`src/rtl/radar_pkg.sv`:
```
// -----------------------------------------------------------------------------
// radar_pkg
// Shared definitions for the radar receive path: frame-header layout, the
// framer FSM state encoding and the PRI/CPI index widths (also used by the
// timing generator).
// No ports (package).
// -----------------------------------------------------------------------------
package radar_pkg;

    localparam int PRI_NUM_W = 10;
    localparam int CPI_NUM_W = 16;

    localparam logic [5:0] HDR_MARKER = 6'h2A;

    // Header word layout: {num_cpi[15:0], marker[5:0], pri_num[9:0]}
    localparam int HDR_PRI_LSB    = 0;
    localparam int HDR_MARKER_LSB = 10;
    localparam int HDR_CPI_LSB    = 16;

    typedef enum logic [1:0] {
        ST_IDLE    = 2'd0,
        ST_DELAY   = 2'd1,
        ST_HDR     = 2'd2,
        ST_CAPTURE = 2'd3
    } frm_state_e;

    function automatic logic [31:0] make_header(input logic [CPI_NUM_W-1:0] cpi,
                                                input logic [PRI_NUM_W-1:0] pri);
        logic [31:0] h;
        h = '0;
        h[HDR_CPI_LSB    +: CPI_NUM_W] = cpi;
        h[HDR_MARKER_LSB +: 6]         = HDR_MARKER;
        h[HDR_PRI_LSB    +: PRI_NUM_W] = pri;
        return h;
    endfunction

endpackage

```
`src/rtl/sync_fifo_fwft.sv`:
```
// -----------------------------------------------------------------------------
// sync_fifo_fwft
// Single-clock first-word-fall-through FIFO with synchronous flush.
// Ports:
//   clk, rst_n    clock, asynchronous active-low reset
//   i_flush       empties the FIFO on the next edge (wins over push/pop)
//   i_wr_en       push request; accepted when not full, or full with a pop
//   i_wr_data     push data
//   i_rd_en       pop request; ignored when empty
//   o_rd_data     head entry (valid whenever o_empty is low)
//   o_empty       no entries
//   o_full        DEPTH entries
// -----------------------------------------------------------------------------
module sync_fifo_fwft #(
    parameter int WIDTH = 33,
    parameter int DEPTH = 16
) (
    input  logic             clk,
    input  logic             rst_n,
    input  logic             i_flush,
    input  logic             i_wr_en,
    input  logic [WIDTH-1:0] i_wr_data,
    input  logic             i_rd_en,
    output logic [WIDTH-1:0] o_rd_data,
    output logic             o_empty,
    output logic             o_full
);
    localparam int AW = $clog2(DEPTH);

    logic [WIDTH-1:0] r_mem [DEPTH];
    logic [AW-1:0]    r_wr_ptr;
    logic [AW-1:0]    r_rd_ptr;
    logic [AW:0]      r_count;

    logic w_do_rd;
    logic w_do_wr;

    assign o_empty   = (r_count == '0);
    assign o_full    = (r_count == (AW+1)'(DEPTH));
    assign o_rd_data = r_mem[r_rd_ptr];

    // A push at full is accepted when the same edge frees a slot.
    assign w_do_rd = i_rd_en & ~o_empty;
    assign w_do_wr = i_wr_en & (~o_full | w_do_rd);

    always_ff @(posedge clk or negedge rst_n) begin
        if (!rst_n) begin
            for (int i = 0; i < DEPTH; i++) r_mem[i] <= '0;
            r_wr_ptr <= '0;
            r_rd_ptr <= '0;
            r_count  <= '0;
        end else if (i_flush) begin
            r_wr_ptr <= '0;
            r_rd_ptr <= '0;
            r_count  <= '0;
        end else begin
            if (w_do_wr) begin
                r_mem[r_wr_ptr] <= i_wr_data;
                r_wr_ptr        <= r_wr_ptr + 1'b1;
            end
            if (w_do_rd) r_rd_ptr <= r_rd_ptr + 1'b1;
            case ({w_do_wr, w_do_rd})
                2'b10:   r_count <= r_count + 1'b1;
                2'b01:   r_count <= r_count - 1'b1;
                default: r_count <= r_count;
            endcase
        end
    end

endmodule

```
`src/rtl/pri_sample_framer.sv`:
```
// -----------------------------------------------------------------------------
// pri_sample_framer
// Opens a receive window cfg_delay cycles after each PRI rise, captures cfg_len
// ADC samples and emits header + samples (tlast on the final word) through a
// FWFT FIFO that absorbs sink backpressure. The ADC is never stalled; a word
// that finds the FIFO full is dropped and flagged on ovf_err.
// Ports:
//   clk, rst_n            clock, asynchronous active-low reset
//   enable                capture enable; low aborts the frame and flushes
//   cpib                  CPI-begin pulse; its rise clears ovf_err
//   pri, pri_num, num_cpi PRI pulse and indices from the timing generator
//   cfg_delay, cfg_len    window delay (cycles) and samples per window
//   adc_data, adc_valid   sample stream
//   m_tdata/tvalid/tready/tlast  output stream
//   ovf_err               sticky drop flag
//   pri_skip              1-cycle pulse: PRI rise ignored while busy
//   busy                  FSM not idle
// Handshake: a word moves on every edge where m_tvalid and m_tready are both
// high; m_tvalid stays high with stable data until that happens.
// -----------------------------------------------------------------------------
module pri_sample_framer
    import radar_pkg::*;
#(
    parameter int DATA_W     = 16,
    parameter int LEN_W      = 12,
    parameter int DLY_W      = 16,
    parameter int FIFO_DEPTH = 16
) (
    input  logic                 clk,
    input  logic                 rst_n,
    input  logic                 enable,
    input  logic                 cpib,
    input  logic                 pri,
    input  logic [PRI_NUM_W-1:0] pri_num,
    input  logic [CPI_NUM_W-1:0] num_cpi,
    input  logic [DLY_W-1:0]     cfg_delay,
    input  logic [LEN_W-1:0]     cfg_len,
    input  logic [DATA_W-1:0]    adc_data,
    input  logic                 adc_valid,
    output logic [31:0]          m_tdata,
    output logic                 m_tvalid,
    input  logic                 m_tready,
    output logic                 m_tlast,
    output logic                 ovf_err,
    output logic                 pri_skip,
    output logic                 busy
);
    frm_state_e            r_state;
    logic                  r_pri_q;
    logic                  r_cpib_q;
    logic                  r_en;
    logic [DLY_W-1:0]      r_dly;
    logic [LEN_W-1:0]      r_len;
    logic [LEN_W-1:0]      r_cnt;
    logic [PRI_NUM_W-1:0]  r_pri_num;
    logic [CPI_NUM_W-1:0]  r_num_cpi;
    logic                  r_ovf;
    logic                  r_pri_skip;

    logic                  w_pri_rise;
    logic                  w_cpib_rise;
    logic [LEN_W-1:0]      w_cnt_nxt;
    logic                  w_push;
    logic [32:0]           w_push_word;
    logic                  w_pop;
    logic                  w_drop;
    logic                  w_empty;
    logic                  w_full;
    logic [32:0]           w_head;

    assign w_pri_rise  = pri & ~r_pri_q;
    assign w_cpib_rise = cpib & ~r_cpib_q;
    assign w_cnt_nxt   = r_cnt + LEN_W'(1);

    always_comb begin
        w_push      = 1'b0;
        w_push_word = '0;
        if (enable) begin
            case (r_state)
                ST_HDR: begin
                    w_push      = 1'b1;
                    w_push_word = {(r_len == '0), make_header(r_num_cpi, r_pri_num)};
                end
                ST_CAPTURE: begin
                    w_push      = adc_valid;
                    w_push_word = {(w_cnt_nxt == r_len), {(32-DATA_W){1'b0}}, adc_data};
                end
                default: ;
            endcase
        end
    end

    assign w_pop  = ~w_empty & m_tready;
    assign w_drop = w_push & w_full & ~w_pop;

    always_ff @(posedge clk or negedge rst_n) begin
        if (!rst_n) begin
            r_state    <= ST_IDLE;
            r_pri_q    <= 1'b0;
            r_cpib_q   <= 1'b0;
            r_en       <= 1'b0;
            r_dly      <= '0;
            r_len      <= '0;
            r_cnt      <= '0;
            r_pri_num  <= '0;
            r_num_cpi  <= '0;
            r_ovf      <= 1'b0;
            r_pri_skip <= 1'b0;
        end else begin
            r_pri_q    <= pri;
            r_cpib_q   <= cpib;
            r_en       <= enable;
            r_pri_skip <= w_pri_rise & (r_state != ST_IDLE);

            // A drop in the clearing cycle must remain visible.
            if (w_drop)           r_ovf <= 1'b1;
            else if (w_cpib_rise) r_ovf <= 1'b0;

            if (!enable) begin
                r_state <= ST_IDLE;
            end else begin
                case (r_state)
                    ST_IDLE: begin
                        // Registered enable: a rise coinciding with enable rising is ignored.
                        if (w_pri_rise && r_en) begin
                            r_pri_num <= pri_num;
                            r_num_cpi <= num_cpi;
                            r_len     <= cfg_len;
                            r_dly     <= cfg_delay;
                            r_cnt     <= '0;
                            r_state   <= (cfg_delay == '0) ? ST_HDR : ST_DELAY;
                        end
                    end
                    ST_DELAY: begin
                        // Header is pushed cfg_delay+1 edges after the rise edge.
                        if (r_dly == DLY_W'(1)) r_state <= ST_HDR;
                        else                    r_dly   <= r_dly - DLY_W'(1);
                    end
                    ST_HDR: begin
                        r_state <= (r_len == '0) ? ST_IDLE : ST_CAPTURE;
                    end
                    ST_CAPTURE: begin
                        // Dropped samples still count so frame length stays fixed.
                        if (adc_valid) begin
                            r_cnt <= w_cnt_nxt;
                            if (w_cnt_nxt == r_len) r_state <= ST_IDLE;
                        end
                    end
                    default: r_state <= ST_IDLE;
                endcase
            end
        end
    end

    sync_fifo_fwft #(
        .WIDTH (33),
        .DEPTH (FIFO_DEPTH)
    ) u_fifo (
        .clk       (clk),
        .rst_n     (rst_n),
        .i_flush   (~enable),
        .i_wr_en   (w_push),
        .i_wr_data (w_push_word),
        .i_rd_en   (m_tready),
        .o_rd_data (w_head),
        .o_empty   (w_empty),
        .o_full    (w_full)
    );

    assign m_tdata  = w_head[31:0];
    assign m_tlast  = w_head[32];
    assign m_tvalid = ~w_empty;
    assign ovf_err  = r_ovf;
    assign pri_skip = r_pri_skip;
    assign busy     = (r_state != ST_IDLE);

endmodule

```
`config.mk`:
```
export PLATFORM = sky130hd
export DESIGN_NAME = pri_sample_framer
export DESIGN_NICKNAME = d
export VERILOG_FILES = /design/src/rtl/radar_pkg.sv /design/src/rtl/sync_fifo_fwft.sv /design/src/rtl/pri_sample_framer.sv
export SDC_FILE = /design/constraint.sdc
export NUM_CORES = 1
export LEC_CHECK = 0
export CAP_MARGIN = 25
export CORE_ASPECT_RATIO = 0.8
export CORE_MARGIN = 2
export CORE_UTILIZATION = 40
export DETAILED_ROUTE_END_ITERATION = 10
export HOLD_SLACK_MARGIN = 0.06
export SLEW_MARGIN = 20
export SYNTH_ARGS = -nofsm -noshare
export SYNTH_HDL_FRONTEND = slang
export SYNTH_SLANG_ARGS = --single-unit
export TNS_END_PERCENT = 1
```
`constraint.sdc`:
```
create_clock -name clk -period 2.9 [get_ports clk]
set_input_delay 0.58 -clock clk [delete_from_list [all_inputs] [get_ports clk]]
set_output_delay 0.58 -clock clk [all_outputs]
set_load 0.05 [all_outputs]
```
==> results.ini, run 1 <==
[pwr]
cellPowerDensity_nw_per_um2 = 624
worst_ir_drop_vdd_v = 0.000494
power_leakage_nw = 13.7

[drt]
dr.pass1.iters = 7
detailroute.via_count = 18928
drt-initial-drc-count = 1291
drt_wl_total_um = 70700
final_antenna_net_count = 0
post-route-drc-count = 0
wirelength_per_cell_um = 20.2
route.detailed.vias_per_inst = 5.40

[grt]
pin_count_of_the_biggest_net_entering_global_routing = 73
grt_use_total = 0.206
grt_remaining_overflow = 0
first_global_vias = 19425
grt_antenna_before_repair = 1
wire_length_of_the_first_global_routing_pass_um = 113000

[cts]
root_buffer = sky130_fd_sc_hd__clkbuf_16
insertion_delay_ns = 0.64
cts_max_level = 2
tritoncts = built
cts_buffers = 61
clock-sinks = 614
clock_path_buffers = 3
clock_pin_transition_on_the_worst_setup_and_hold_timing_paths_ns = 0.06

[final_layout]
drive_above_1_share = 0.191
area_growth_syn_to_layout_pct = 18.9
postLayoutCoreUtil = 0.482
antenna_cells_inserted = 0
finalNetCount = 2626

[setup_path]
critical_path.reg2reg.endpoint = u_fifo.r_mem[131]$_DFFE_PN0P_
critical_path_start_end_classification = flip-flop to output port
worstPathArrival_ns = 2.78
path_depth_of_the_worst_reg2reg_path = 9
worst_ep_required_time_ns = 2.32
worstSetupStartpoint = u_fifo.r_rd_ptr[0]$_DFFE_PN0P_
crit_path_end_kind = output port
r2r_slack_ns = 0.10
critPathMaxStageDelay_ns = 0.60
cpMaxStageDelayCell = sky130_fd_sc_hd__mux4_2
cp-endpoint = m_tlast
setup.worst_path.start_class = flip-flop
critical_path.cell_chain = buf_12 -> buf_12 -> mux4_2 -> mux4_2 -> buf_6
cp_max_fo = 12
critical_path.reg2reg.startpoint = r_cnt[0]$_DFFE_PN0P_

[run_status]
violations_in_the_final_reports = setup timing
status = finished, violations left

[synthesis]
synth_area_per_cell_um2 = 11.1
netlist_top_cells_count = 614 x sky130_fd_sc_hd__dfrtp_1, 584 x sky130_fd_sc_hd__nand2_1, 556 x sky130_fd_sc_hd__o21ai_0
synth-edff-count = 0
dominant_combinational_cell_family_by_area_after_synthesis = multiplexers
asyncSetResetFlopFracSynth = 1.00
mappedNetlistNets = 2553
synthSimpleGateAreaFrac = 0.111
yosys_register_bits = 614
synthCells = 2466
yosys-mux-area-fraction = 0.163
yosysWarnings = 0
yosys.cell_count.top_type = sky130_fd_sc_hd__dfrtp_1
yosysTopAreaCellShare = 0.562
synth_seq_area_share = 0.562
synthAdderAreaFrac = 0.00457
synth_area_um2 = 27400
synth_compound_area_frac = 0.119
synth_top_cell_by_area = sky130_fd_sc_hd__dfrtp_1
dominantRegCellSynth = sky130_fd_sc_hd__dfrtp_1
synthTopCellsByArea = sky130_fd_sc_hd__dfrtp_1 56%, sky130_fd_sc_hd__mux4_2 14%, sky130_fd_sc_hd__o21ai_0 10%
yosysUniqueCellTypes = 58
yosys.area_share.xor_xnor = 0.00768

[floorplan]
die_area_um2 = 70500
floorplan.core_area_um2 = 67400
die_h_um = 238
initial_utilization = 0.406
die_x_um = 296
std_cell_rows = 85
i_o_pin_count = 114

[timing]
setup-violations-final = 33
finalCritPeriodShare = 1.16
final_critical_path_setup_slack_ns = -0.459
timing.final.max_slew_violations = 0
post-route-min-period_ns = 3.36
fmax_ghz = 0.298
clock-skew-final_ns = 0.0276
final_hold_viol_count = 0
setup_repair_after_global_routing_missed_its_margin = yes
worst_pin_slew_ns = 0.884
maxSlewHeadroom = 0.408

[place]
dp_hpwl_um = 45200
gp_routability_congestion = 0.820
placement.setup.worst_slack_ns = -0.00263
port-buffer-count = 113

[flow_run]
max_cap_viol_count = 0

[min_path]
hp-class = input port to flip-flop

==> metrics by stage <==
step | instance area, um^2 | std cells | hold WS, ns | setup TNS (ns) | total power, W
global placement | 30100 | 3381 | 0.449 | -0.0498 | 0.0116
detailed placement | 30100 | 3381 | 0.455 | -0.00263 | 0.0116
floorplan | 27400 | 2466 | 0.284 | 0 | 0.0105
finish | 32500 | 3502 | 0.421 | -12.72 | 0.0203
CTS | 32500 | 3500 | 0.387 | -14.80 | 0.0205
global route | 32500 | 3502 | 0.406 | -15.18 | 0.0211
==> where the power goes <==
part	internal, W	total [W]	switching [W]
Clock	0.00524	0.00872	0.00348
Combinational	0.00128	0.00254	0.00126
Sequential	0.00880	0.00903	0.000232
==> routing by layer <==
| layer | GRT usage | share of wire |
|---|---|---|
| met5 | 0 | 0 |
| met4 | 0.0546 | 0.022 |
| met3 | 0.0319 | 0.056 |
| met2 | 0.328 | 0.47 |
| met1 | 0.296 | 0.45 |
==> kinds of logic (layout without fill, tap and decap cells) <==
| group | Yosys count | count (layout) |
|---|---|---|
| buffers and inverters | 228 | 351 |
| AND/OR/NAND/NOR | 735 | 735 |
| AO/OA/AOI/OAI | 623 | 623 |
| flip-flops | 614 | 614 |
| multiplexers | 232 | 232 |
| adder cells (fa/ha/maj) | 10 | 10 |
| XOR/XNOR | 24 | 24 |
==> how the worst min path moves through the flow <==
stage	depth (start not counted)	slack, ns	start	end
4_1_cts	1	0.39	cpib	r_cpib_q$_DFF_PN0_
6_report	1	0.42	cpib	r_cpib_q$_DFF_PN0_
5_1_grt	1	0.41	cpib	r_cpib_q$_DFF_PN0_
3_3_place_gp	1	0.45	r_pri_q$_DFF_PN0_	pri_skip$_DFF_PN0_
3_5_place_dp	1	0.45	r_pri_q$_DFF_PN0_	pri_skip$_DFF_PN0_
2_1_floorplan	0	0.28	rst_n	ovf_err$_DFFE_PN0P_
==> layout by cell type, fill, tap and decap left out, types with 8 or more instances in the layout <==
master,Yosys,routed
sky130_fd_sc_hd__nor3_1,13,13
sky130_fd_sc_hd__nor4_1,11,10
sky130_fd_sc_hd__clkbuf_1,156,8
sky130_fd_sc_hd__a21oi_1,27,27
sky130_fd_sc_hd__buf_6,1,28
sky130_fd_sc_hd__nand4_1,13,13
sky130_fd_sc_hd__clkinvlp_4,0,9
sky130_fd_sc_hd__buf_12,0,37
sky130_fd_sc_hd__xor2_1,12,12
sky130_fd_sc_hd__clkdlybuf4s50_1,0,77
sky130_fd_sc_hd__mux2_1,16,16
sky130_fd_sc_hd__clkbuf_16,0,63
sky130_fd_sc_hd__and2_1,13,13
sky130_fd_sc_hd__nand3_2,1,10
sky130_fd_sc_hd__mux4_2,165,165
sky130_fd_sc_hd__inv_1,12,12
sky130_fd_sc_hd__nand3_1,34,21
sky130_fd_sc_hd__bufinv_16,0,13
sky130_fd_sc_hd__o21ai_0,556,556
sky130_fd_sc_hd__mux2_2,49,49
sky130_fd_sc_hd__nor2_1,32,32
sky130_fd_sc_hd__buf_4,4,77
sky130_fd_sc_hd__ha_1,10,10
sky130_fd_sc_hd__xnor2_1,12,12
sky130_fd_sc_hd__nand2_1,584,584
sky130_fd_sc_hd__dfrtp_1,614,610
sky130_fd_sc_hd__clkinv_2,0,12
==> critical path, delay by kind of cell (launching register included) <==
kind	cells	cell delay, ns
mux	2	1.11
buf+inv	3	0.55
flops	1	0.47
==> cell type report <==
| type | count | area [um^2] |
|---|---|---|
| Clock buffer | 76 | 1660 |
| Inverter | 12 | 45.0 |
| Sequential cell | 614 | 15400 |
| Fill cell | 6050 | 34900 |
| Timing Repair Buffer | 226 | 2550 |
| Clock inverter | 37 | 563 |
| Multi-Input combinational cell | 1624 | 11200 |
| Tap cell | 913 | 1140 |
==> timing repair <==
action | CTS | global route
endpoints found under the setup margin | 34 | 35
resized for setup | 30 | 2
buffers inserted | 4 | 1
gates cloned | 1 | 1
endpoints found under the hold margin | 55 | 0
hold buffers | 1 | 0
==> state kept, by name (all words and copies together), names as in the netlist, 5 cells and up <==
signal          count
r_cnt              12
r_dly              16
r_len              12
r_num_cpi          16
r_pri_num          10
u_fifo.r_count      5
u_fifo.r_mem      528
Power figures use the tool's default switching activity.
==> inputs of run 2 (changes only) <==
--- a/config.mk
+++ b/config.mk
@@ -11,6 +11,7 @@
 export CORE_UTILIZATION = 40
 export DETAILED_ROUTE_END_ITERATION = 10
 export HOLD_SLACK_MARGIN = 0.06
+export SETUP_SLACK_MARGIN = 0.3
 export SLEW_MARGIN = 20
 export SYNTH_ARGS = -nofsm -noshare
 export SYNTH_HDL_FRONTEND = slang
==> run 2 against run 1 <==
Effect of this change:
- the run still ends with setup timing left
- final area down 0.36%
- cell count shrank 0.46%
- critical path depth grew 1
- worst hold slack better by 0.020 ns
- non-clock buffer count shrank 9
- power down 3.5%
- flip-flop and latch count did not move
- via count grew 0.61%
- clock skew shrank 0.0021 ns
==> results.ini, run 2 (synthesized netlist as in run 1, its figures left out) <==
[flow_run]
max_cap_viol_count = 0

[setup_path]
r2r_slack_ns = 0.47
crit_path_end_kind = output port
worst_ep_required_time_ns = 2.32
cpMaxStageDelayCell = sky130_fd_sc_hd__mux4_2
path_depth_of_the_worst_reg2reg_path = 8
worstSetupStartpoint = u_fifo.r_rd_ptr[0]$_DFFE_PN0P_
cp_max_fo = 8
critical_path_start_end_classification = flip-flop to output port
critPathMaxStageDelay_ns = 0.54
critical_path.reg2reg.startpoint = r_cnt[3]$_DFFE_PN0P_
critical_path.reg2reg.endpoint = u_fifo.r_mem[395]$_DFFE_PN0P_
critical_path.cell_chain = buf_12 -> buf_12 -> buf_16 -> mux4_2 -> mux4_2 -> buf_8
worstPathArrival_ns = 2.72
setup.worst_path.start_class = flip-flop

[cts]
clock-sinks = 614
root_buffer = sky130_fd_sc_hd__clkbuf_16
cts_buffers = 60
insertion_delay_ns = 0.64
tritoncts = built
clock_pin_transition_on_the_worst_setup_and_hold_timing_paths_ns = 0.06
cts_max_level = 2
clock_path_buffers = 3

[timing]
timing.final.max_slew_violations = 0
final_hold_viol_count = 0
timing.setup.tns_ns = -11.67
final_critical_path_setup_slack_ns = -0.401
finalCritPeriodShare = 1.14
setup_repair_after_global_routing_missed_its_margin = yes
worst_pin_slew_ns = 0.844
setup-violations-final = 33
maxSlewHeadroom = 0.433
clock-skew-final_ns = 0.0255
fmax_ghz = 0.303
post-route-min-period_ns = 3.30

[final_layout]
antenna_cells_inserted = 0
reg.largest.list = u_fifo.r_mem x528, r_dly x16, r_num_cpi x16
finalNetCount = 2616
drive_above_1_share = 0.188
largest_register = u_fifo.r_mem
mostFrequentLayoutCells = 605 x sky130_fd_sc_hd__dfrtp_1, 584 x sky130_fd_sc_hd__nand2_1, 554 x sky130_fd_sc_hd__o21ai_0
leading_cell_type_in_the_layout_fill_and_taps_excluded = sky130_fd_sc_hd__dfrtp_1
largest_register_ff_count = 528
area_growth_syn_to_layout_pct = 18.5

[place]
gp_routability_congestion = 0.813
placement.setup.worst_slack_ns = -0.0592
port-buffer-count = 113
dp_hpwl_um = 43500

[pwr]
pwr-share-comb = 0.135
power.share.sequential = 0.462
power_frac_clock = 0.404
cellPowerDensity_nw_per_um2 = 604
internal_power_w = 0.0148
swShare = 0.246
total_switching_power_w = 0.00482
power_leakage_nw = 13.6
worst_ir_drop_vdd_v = 0.000425

[min_path]
hp-class = input port to flip-flop
worstHoldPathCells = 1
whs_endpoint = r_cpib_q$_DFF_PN0_
worstHoldStart = cpib

[grt]
first_global_vias = 19473
grt_antenna_before_repair = 1
wire_length_of_the_first_global_routing_pass_um = 112000
pin_count_of_the_biggest_net_entering_global_routing = 92
grt_remaining_overflow = 0
grt_use_total = 0.206

[floorplan]
die_x_um = 296
i_o_pin_count = 114
die_h_um = 238
floorplan.core_area_um2 = 67400
die_area_um2 = 70500
initial_utilization = 0.406
std_cell_rows = 85

[run_status]
status = finished, violations left
violations_in_the_final_reports = setup timing

[drt]
wirelength_per_cell_um = 20.2
route.detailed.vias_per_inst = 5.46
drt_wl_total_um = 70500
drt-initial-drc-count = 1755
dr.pass1.iters = 5
post-route-drc-count = 0
final_antenna_net_count = 0
detailroute.via_count = 19043

-- run 2: worst max path at each step --
stage                                    end  slack [ns]  depth (start not counted)
2_1_floorplan                    m_tdata[10]        0.31                          5
3_3_place_gp   u_fifo.r_count[4]$_DFFE_PN0P_       -0.16                         12
3_5_place_dp   u_fifo.r_count[4]$_DFFE_PN0P_       -0.06                         12
4_1_cts                              m_tlast       -0.46                          5
5_1_grt                          m_tdata[28]       -0.45                          6
6_report                         m_tdata[28]       -0.40                          6
-- run 2: layout make-up --
cell class,count,area [um^2]
clock inverters,12,153
clock buffers,94,1840
inverters,12,45.0
fillers,5968,35000
multi-input cells,1624,11300
flip-flops and latches,614,15400
repair buffers,217,2570
well taps,913,1140
-- run 2: routing by layer --
layer | part of all wire | vias to the layer above | global-route usage
met5 | 0 | - | 0
met1 | 0.46 | 9686 | 0.298
met4 | 0.020 | 0 | 0.0497
met2 | 0.46 | 496 | 0.324
li1 | - | 8769 | -
met3 | 0.054 | 92 | 0.0355
-- run 2: through the flow --
step,cell area (um^2),power [W],std cells,utilization,hold WS (ns)
2_1_floorplan,27400,0.0106,2466,-,0.284
3_3_place_gp,30000,0.0115,3362,0.445,0.440
3_5_place_dp,30000,0.0115,3362,0.445,0.454
4_1_cts,32200,0.0196,3476,0.477,0.407
5_1_grt,32400,0.0204,3486,0.481,0.431
6_report,32400,0.0196,3486,0.481,0.442
-- run 2: repair_timing --
item,in CTS,in global routing
setup buffers,6,8
endpoints found under the hold margin,39,0
cloned,1,2
pin swaps,0,3
setup endpoints to repair,50,60
hold buffers,1,0
gates resized for setup,25,24
-- run 2: critical path, delay by kind of cell, from the launching register on --
kind | cells | cell delay [ns]
buf+inv | 4 | 0.60
flops | 1 | 0.51
mux | 2 | 0.98
-- run 2: power groups by stage --
stage | clock (W) | sequential [W] | combinational [W]
floorplan | 0 | 0.00909 | 0.00148
global placement | 0 | 0.00916 | 0.00234
detailed placement | 0 | 0.00917 | 0.00238
CTS | 0.00808 | 0.00902 | 0.00251
global route | 0.00843 | 0.00907 | 0.00287
finish | 0.00791 | 0.00903 | 0.00263
